**src/rtl/event_ring_arbiter.sv**
```systemverilog
`default_nettype none
// ============================================================================
// Module   : event_ring_arbiter
// Purpose  : Collects event TRB submissions from NUM_REQ producers into one
//            holding slot each and feeds them, round-robin, to the single
//            event ring writer engine. Owns the engine send/complete
//            handshake and keeps a completed-TRB counter plus a sticky
//            stall flag for debug.
// Ports    : clk_pcie, rst_n            - clock, async active-low reset
//            req_valid/req_ready        - per-producer submit handshake
//            req_interrupter_index      - 3 bits per producer
//            req_trb_data               - 128 bits per producer
//            req_done                   - per-producer completion pulse
//            eng_ready/eng_complete     - engine status inputs
//            eng_send/eng_interrupter_index/eng_trb_data - engine request
//            busy, stall_err, events_issued - status / debug
// Revision : 1.0 - initial release
// ============================================================================
module event_ring_arbiter #(
    parameter int NUM_REQ        = 4,
    parameter int TIMEOUT_CYCLES = 65535
) (
    input  logic                     clk_pcie,
    input  logic                     rst_n,
    input  logic [NUM_REQ-1:0]       req_valid,
    output logic [NUM_REQ-1:0]       req_ready,
    input  logic [3*NUM_REQ-1:0]     req_interrupter_index,
    input  logic [128*NUM_REQ-1:0]   req_trb_data,
    output logic [NUM_REQ-1:0]       req_done,
    input  logic                     eng_ready,
    input  logic                     eng_complete,
    output logic                     eng_send,
    output logic [2:0]               eng_interrupter_index,
    output logic [127:0]             eng_trb_data,
    output logic                     busy,
    output logic                     stall_err,
    output logic [31:0]              events_issued
);

    localparam int PTR_W = $clog2(NUM_REQ);
    localparam int TMO_W = 20;
    localparam logic [TMO_W-1:0] TMO_MAX  = TMO_W'(TIMEOUT_CYCLES);
    localparam logic [TMO_W-1:0] TMO_LAST = TMO_W'(TIMEOUT_CYCLES - 1);
    localparam logic [PTR_W-1:0] PTR_LAST = PTR_W'(NUM_REQ - 1);

    typedef enum logic [1:0] {
        ST_IDLE     = 2'd0,
        ST_WAIT_CPL = 2'd1,
        ST_RELEASE  = 2'd2
    } state_t;

    state_t              state;
    logic [NUM_REQ-1:0]  slot_full;
    logic [2:0]          slot_idx [NUM_REQ];
    logic [127:0]        slot_trb [NUM_REQ];
    logic [PTR_W-1:0]    rr_ptr;
    logic [PTR_W-1:0]    grant;
    logic [TMO_W-1:0]    tmo_cnt;

    logic                pick_found;
    logic [PTR_W-1:0]    pick;
    int                  cand;

    // Ready is a pure register decode so producers never see a
    // combinational path from engine or arbitration state.
    assign req_ready = ~slot_full;
    assign busy      = (state != ST_IDLE);

    // Round-robin search starting at rr_ptr over currently full slots only.
    always_comb begin
        pick_found = 1'b0;
        pick       = '0;
        cand       = 0;
        for (int j = 0; j < NUM_REQ; j++) begin
            cand = int'(rr_ptr) + j;
            if (cand >= NUM_REQ) begin
                cand = cand - NUM_REQ;
            end
            if (!pick_found && slot_full[PTR_W'(cand)]) begin
                pick_found = 1'b1;
                pick       = PTR_W'(cand);
            end
        end
    end

    always_ff @(posedge clk_pcie or negedge rst_n) begin
        if (!rst_n) begin
            state                 <= ST_IDLE;
            slot_full             <= '0;
            rr_ptr                <= '0;
            grant                 <= '0;
            tmo_cnt               <= '0;
            req_done              <= '0;
            eng_send              <= 1'b0;
            eng_interrupter_index <= '0;
            eng_trb_data          <= '0;
            stall_err             <= 1'b0;
            events_issued         <= '0;
            for (int i = 0; i < NUM_REQ; i++) begin
                slot_idx[i] <= '0;
                slot_trb[i] <= '0;
            end
        end else begin
            req_done <= '0;

            // Capture into empty slots. A full slot never captures, so the
            // completion clear below cannot collide with a refill.
            for (int i = 0; i < NUM_REQ; i++) begin
                if (req_valid[i] && !slot_full[i]) begin
                    slot_full[i] <= 1'b1;
                    slot_idx[i]  <= req_interrupter_index[3*i +: 3];
                    slot_trb[i]  <= req_trb_data[128*i +: 128];
                end
            end

            case (state)
                ST_IDLE: begin
                    if (eng_ready && pick_found) begin
                        grant                 <= pick;
                        rr_ptr                <= (pick == PTR_LAST) ? '0 : pick + 1'b1;
                        eng_send              <= 1'b1;
                        eng_interrupter_index <= slot_idx[pick];
                        eng_trb_data          <= slot_trb[pick];
                        tmo_cnt               <= '0;
                        state                 <= ST_WAIT_CPL;
                    end
                end

                ST_WAIT_CPL: begin
                    // Stall detection only flags; the request keeps waiting.
                    if (tmo_cnt != TMO_MAX) begin
                        tmo_cnt <= tmo_cnt + 1'b1;
                    end
                    if (tmo_cnt == TMO_LAST) begin
                        stall_err <= 1'b1;
                    end
                    if (eng_complete) begin
                        eng_send         <= 1'b0;
                        req_done[grant]  <= 1'b1;
                        slot_full[grant] <= 1'b0;
                        events_issued    <= events_issued + 32'd1;
                        state            <= ST_RELEASE;
                    end
                end

                ST_RELEASE: begin
                    // Hold off until the engine has dropped complete and
                    // is idle again, so one completion is never seen twice.
                    if (!eng_complete && eng_ready) begin
                        eng_interrupter_index <= '0;
                        eng_trb_data          <= '0;
                        state                 <= ST_IDLE;
                    end
                end

                default: begin
                    state <= ST_IDLE;
                end
            endcase
        end
    end

endmodule
`default_nettype wire

```
**config.mk**
```make
export PLATFORM = sky130hd
export DESIGN_NAME = event_ring_arbiter
export DESIGN_NICKNAME = d
export VERILOG_FILES = /design/src/rtl/event_ring_arbiter.sv
export SDC_FILE = /design/constraint.sdc
export NUM_CORES = 1
export LEC_CHECK = 0
export ABC_AREA = 1
export ABC_CLOCK_PERIOD_IN_PS = 2300
export CAP_MARGIN = 20
export CORE_MARGIN = 10
export CORE_UTILIZATION = 45
export CTS_CLUSTER_DIAMETER = 120
export DETAILED_ROUTE_END_ITERATION = 10
export GPL_ROUTABILITY_DRIVEN = 0
export PLACE_DENSITY = 0.72
export SYNTH_ARGS = -nofsm -noshare
export SYNTH_HDL_FRONTEND = slang
export SYNTH_SLANG_ARGS = --single-unit
```
**constraint.sdc**
```tcl
create_clock -name clk_pcie -period 2.3 [get_ports clk_pcie]
set_clock_uncertainty 0.05 [all_clocks]
set_input_delay 0.46 -clock clk_pcie [delete_from_list [all_inputs] [get_ports clk_pcie]]
set_output_delay 0.46 -clock clk_pcie [all_outputs]
set_load 0.005 [all_outputs]
```
# Word-level counts from Yosys, hierarchy flattened
# Index checks and enable logic that the tools add are counted.
# Widths: inputs -> output; s select.
totals:
  regBits: 723
  in_bits: 532
  out_inout_bits: 174
  elab_cells: 139
classes:
  n_addsub: 10
  n_lt_le_gt_ge: 11
  eq_ne: 9
  muxes: 57
  n_bitwise: 4
  reduce_logical: 29
op_table:
  columns: ["cell", "count"]
  rows:
  - ["$mux 128", 4]
  - ["$bmux 128 s2", 1]
  - ["$pmux 128 s2", 1]
  - ["$mux 20", 2]
  - ["$pmux 20 s2", 1]
  - ["$add 32x1->32 const B", 1]
  - ["$mux 2", 12]
  - ["$add 20x1->20 const B", 1]
  - ["$eq 20x16->1 const B", 1]
  - ["$ne 20x16->1 const B", 1]
  - ["$mux 1", 19]
  - ["$lt 2x4->1 const B", 4]
  - ["$mux 4", 4]
  - ["$ge 3x3->1 const B", 4]
  - ["$mux 3", 4]
  - ["$reduce_and 3->1", 4]
  - ["$logic_and 1x1->1", 10]
  - ["$bmux 1 s2", 4]
  - ["$logic_not 1->1", 8]
  - ["$ne 2x2->1 const B", 4]
  - ["$not 4->4", 2]
  - ["$sub 2x1->2 const B", 4]
  - ["$add 2x2->3 const B", 2]
  - ["$bmux 3 s2", 1]
  - ["other kinds (16)", 21]

# Logic depth before layout (Yosys ltp)
depth:
  ltp_word: 21
  depth_mapped: 16

# Worst setup path before layout
# No wires, ideal clock.
synth_path:
  path_kind: "reg2reg"
  start: "register rr_ptr[0]"
  end: "register eng_trb_data[42]"
  setup_time_ps: 118
  t_arrival_ps: 1852
  t_required_ps: 2132
  path_slack_ps: 280
  stages_incl_launch_ff: 15
  synth_period_minus_slack_ps: 2020
  path_cell_list: "dfrtp_1 -> buf_4 -> inv_4 -> nand2_1 -> nand3_1 -> nand2_1 -> nor2_4 -> nand3_4 -> buf_6 -> buf_2 -> buf_1 -> nand4_1 -> nand3_1 -> nand3_1 -> nand2_1"
synth_via:
  elab_chain_cells: 21
  elab_cells_between_ends: 50
synth_rtl:
  columns: ["element", "line", "rtl"]
  rows:
  - ["start: declaration", "56", "logic [PTR_W-1:0] rr_ptr;"]
  - ["start signal: assignment", "120", "rr_ptr <= (pick == PTR_LAST) ? '0 : pick + 1'b1;"]
  - ["parallel branches: the longest is 21 deep, another holds $add 2x1->3", null, null]
  - ["end signal: assignment", "123", "eng_trb_data <= slot_trb[pick];"]
  - ["end: declaration", "34", "output logic [127:0] eng_trb_data,"]
# Several ways; the timed one is not identified. The select of a mux whose other input is x is not followed.
# A chain may end at the register's enable or synchronous reset.

# Final worst setup path
layout_path:
  start: "register rr_ptr[0]"
  end: "register eng_trb_data[89]"
# Same word-level chain as after synthesis.

==> impl_metrics.py <==
metrics = {
    "synth": {
        "synth_top_area_cell": "dfrtp_1",
        "yosys_warnings": 0,
        "synth_top_area_share": 0.558,
        "ys_seq_area_frac": 0.558,
        "synth_fp_nets": 3546,
        "synthCells": 3011,
        "ys_ff_latch": 723,
        "syn_area_mm2": 0.0324,
        "avgSynthCellArea_um2": 10.8,
        "yosysUniqueCellTypes": 31,
        "yosys-top-cells-area": "dfrtp_1 56%, mux2_2 18%, nand2_1 7.3%",
    },
    "sta": {
        "final_hold_viol_count": 0,
        "worstMarginPinSlew_ns": 0.527,
        "slew_headroom": 0.649,
        "min_period_ns": 2.37,
        "drv_slew": 0,
        "worst_slack_ns": -0.0700,
        "grt_setup_unrepaired": "true",
        "finalSetupViolations": 68,
        "min_period_over_period": 1.03,
        "fmax_mhz": 422,
    },
    "placed_design": {
        "dp_cells": 4672,
        "dp_worst_setup_slack_ns": -0.0793,
        "numPortBuffers": 705,
        "dp_hpwl_mm": 86.1,
        "placed_cell_area_mm2": 0.0426,
    },
    "floorplanning": {
        "fp.dieW_um": 289,
        "fp.dieArea_mm2": 0.0832,
        "die_y_um": 289,
        "ios": 706,
        "core_area_mm2": 0.0715,
        "start_util": 0.454,
        "fp-row-count": 98,
    },
    "power": {
        "ir_drop_uv": 974,
        "p_leak_nw": 20.8,
        "p_per_area_mw_per_mm2": 1500,
        "p_total_mw": 69.3,
    },
    "critical_path": {
        "start_kind": "flop",
        "r2r_slack_ns": -0.07,
        "reg2regPathDepth": 14,
        "crit_fanout": 7,
        "r2r_start": "rr_ptr[0]",
        "cp.required_ns": 2.80,
        "crit_type": "flop to flop",
        "critPathCapture": "eng_trb_data[89]",
        "timing.rr.end": "eng_trb_data[89]",
        "critPathLaunch": "rr_ptr[0]",
        "cp.arrival_ns": 2.87,
        "crit_path_end_kind": "flop",
    },
    "run_status": {
        "violations": "negative setup slack",
        "status": "complete, but fails checks",
    },
    "routing": {
        "first_pass_iters": 6,
        "ant_nets": 0,
        "initialDrtViolationCount": 2510,
        "vias": 27936,
        "viasPerCell": 5.70,
        "post-route-drc-count": 0,
        "postRouteWirelength_mm": 123,
        "wl_per_cell_um": 25.1,
    },
    "clocking": {
        "clock_sinks": 723,
        "cts_htree_levels": 3,
        "cts_buffer_depth": 3,
        "clk_pin_slew_ns": 0.06,
        "clock_latency_ns": 0.63,
        "numCtsBuffers": 80,
        "cts_tree": "yes",
        "cts_root_buf": "clkbuf_16",
    },
    "worst_hold_path": {
        "min_path_type": "primary input to asynchronous set/reset pin",
    },
    "global_route": {
        "antenna_found_initial": 51,
        "grt_usage": 0.275,
        "grt_pass1_vias": 28124,
        "grt_pass1_wl_mm": 174,
        "grt.overflow.total": 0,
        "grt_max_degree": 91,
    },
    "finish": {
        "fill_cells": 5512,
        "fin_cells": 4897,
        "area_delta_synth_final_pct": 42.8,
        "drive_gt1_frac": 0.254,
        "final_cell_area_mm2": 0.0463,
        "num-nets-final": 4376,
    },
    "flow_run": {
        "drv_cap": 0,
    },
}
layout make-up:
class	count	area [um2]	share of cell area
diodes	46	115	0.00248
multi-input cells	2010	13400	0.289
clock inverters	24	335	0.00724
clock buffers	118	2350	0.0507
well taps	950	1190	0.0257
repair buffers	980	10700	0.231
inverters	46	190	0.00411
flip-flops and latches	723	18100	0.391
flip-flops by register name, summed over array words and instances (netlist names):
name,count
stall_err,1
grant,2
events_issued,32
slot_full,4
slot_trb,512
req_done,4
rr_ptr,2
eng_send,1
slot_idx,12
eng_trb_data,128
eng_interrupter_index,3
state,2
tmo_cnt,20
metal layers:
metal  vias up  share of wire  track usage
li1      12255              -            -
met1     13941           0.37        0.341
met2      1372           0.49        0.440
met3       358          0.079       0.0555
met4        10          0.064        0.166
met5         -        0.00057            0
cells in the final DEF, fill, tap and decap left out, types with 46 or more instances in the layout:
master	netlist	layout
buf_12	0	81
clkdlybuf4s50_1	0	699
dfrtp_1	723	721
nand3_1	419	413
diode_2	0	46
clkbuf_16	0	99
buf_4	17	149
nand4_1	275	275
mux2_2	524	524
nand2_1	635	591
power breakdown:
group | switching, mW | internal (mW)
clock | 5.40 | 7.77
sequential | 3.52 | 18.5
combinational | 17.6 | 16.6
worst max-delay path, stage by stage, from the launching register on:
cell and delay, ns:
dfrtp_2 0.44, buf_6 0.15, nand2_1 0.08, nand3_1 0.14, nand2_2 0.10, nor2_4 0.15
nand3_4 0.15, nand3_4 0.14, inv_4 0.05, a31oi_4 0.16, buf_12 0.19, buf_16 0.18
clkbuf_16 0.18, nand2_2 0.04, nand2_1 0.07
Yosys cell counts (all sizes together):
master and n:
nor3b 2, nand4 275, a41o 1, o22ai 6, a21oi 3, mux2 524, xnor2 14, nor3 26
xor2 33, o31ai 5, clkbuf 99, nor4 4, o21ai 11, nor2 42, nand2 638, dfrtp 723
inv 46, a31oi 1, nand3 421, ha 3, buf 133, o21bai 1
worst min-delay path by stage:
stage / from / end / slack, ns / cells after the start
after global placement: rst_n / eng_trb_data[70] / 0.33 / 1
after detailed placement: rst_n / eng_trb_data[70] / 0.32 / 1
after floorplan: rst_n / eng_interrupter_index[0] / 0.11 / 0
after global routing: rst_n / slot_trb[214] / 0.29 / 2
final: rst_n / slot_trb[214] / 0.31 / 2
after CTS: rst_n / slot_trb[197] / 0.28 / 2
stage by stage:
step	TNS, ns	util	hold slack [ns]
floorplan	0	-	0.114
global placement	-0.109	0.596	0.325
detailed placement	-0.468	0.596	0.324
CTS	0	0.634	0.277
global route	-13.75	0.648	0.294
finish	-1.95	0.648	0.315
cells by family after synthesis:
kind of cell	share of synthesized area
DFF	0.558
and+or+nand+nor	0.203
xor gates and xnor gates	0.0127
muxes	0.182
AOI/OAI and AO/OA	0.00567
adders and majority gates	0.00116
buffers and inverters	0.0376
timing repair:
action                                 in CTS  in global routing
endpoints found under the hold margin      35                  0
hold buffers                                1                  0
cloned                                      0                 19
resized for setup                           8                 90
setup endpoints to repair                  88                143
buffers inserted                            0                 17
pin swaps                                   0                 36
(Power assumes the default switching activity.)
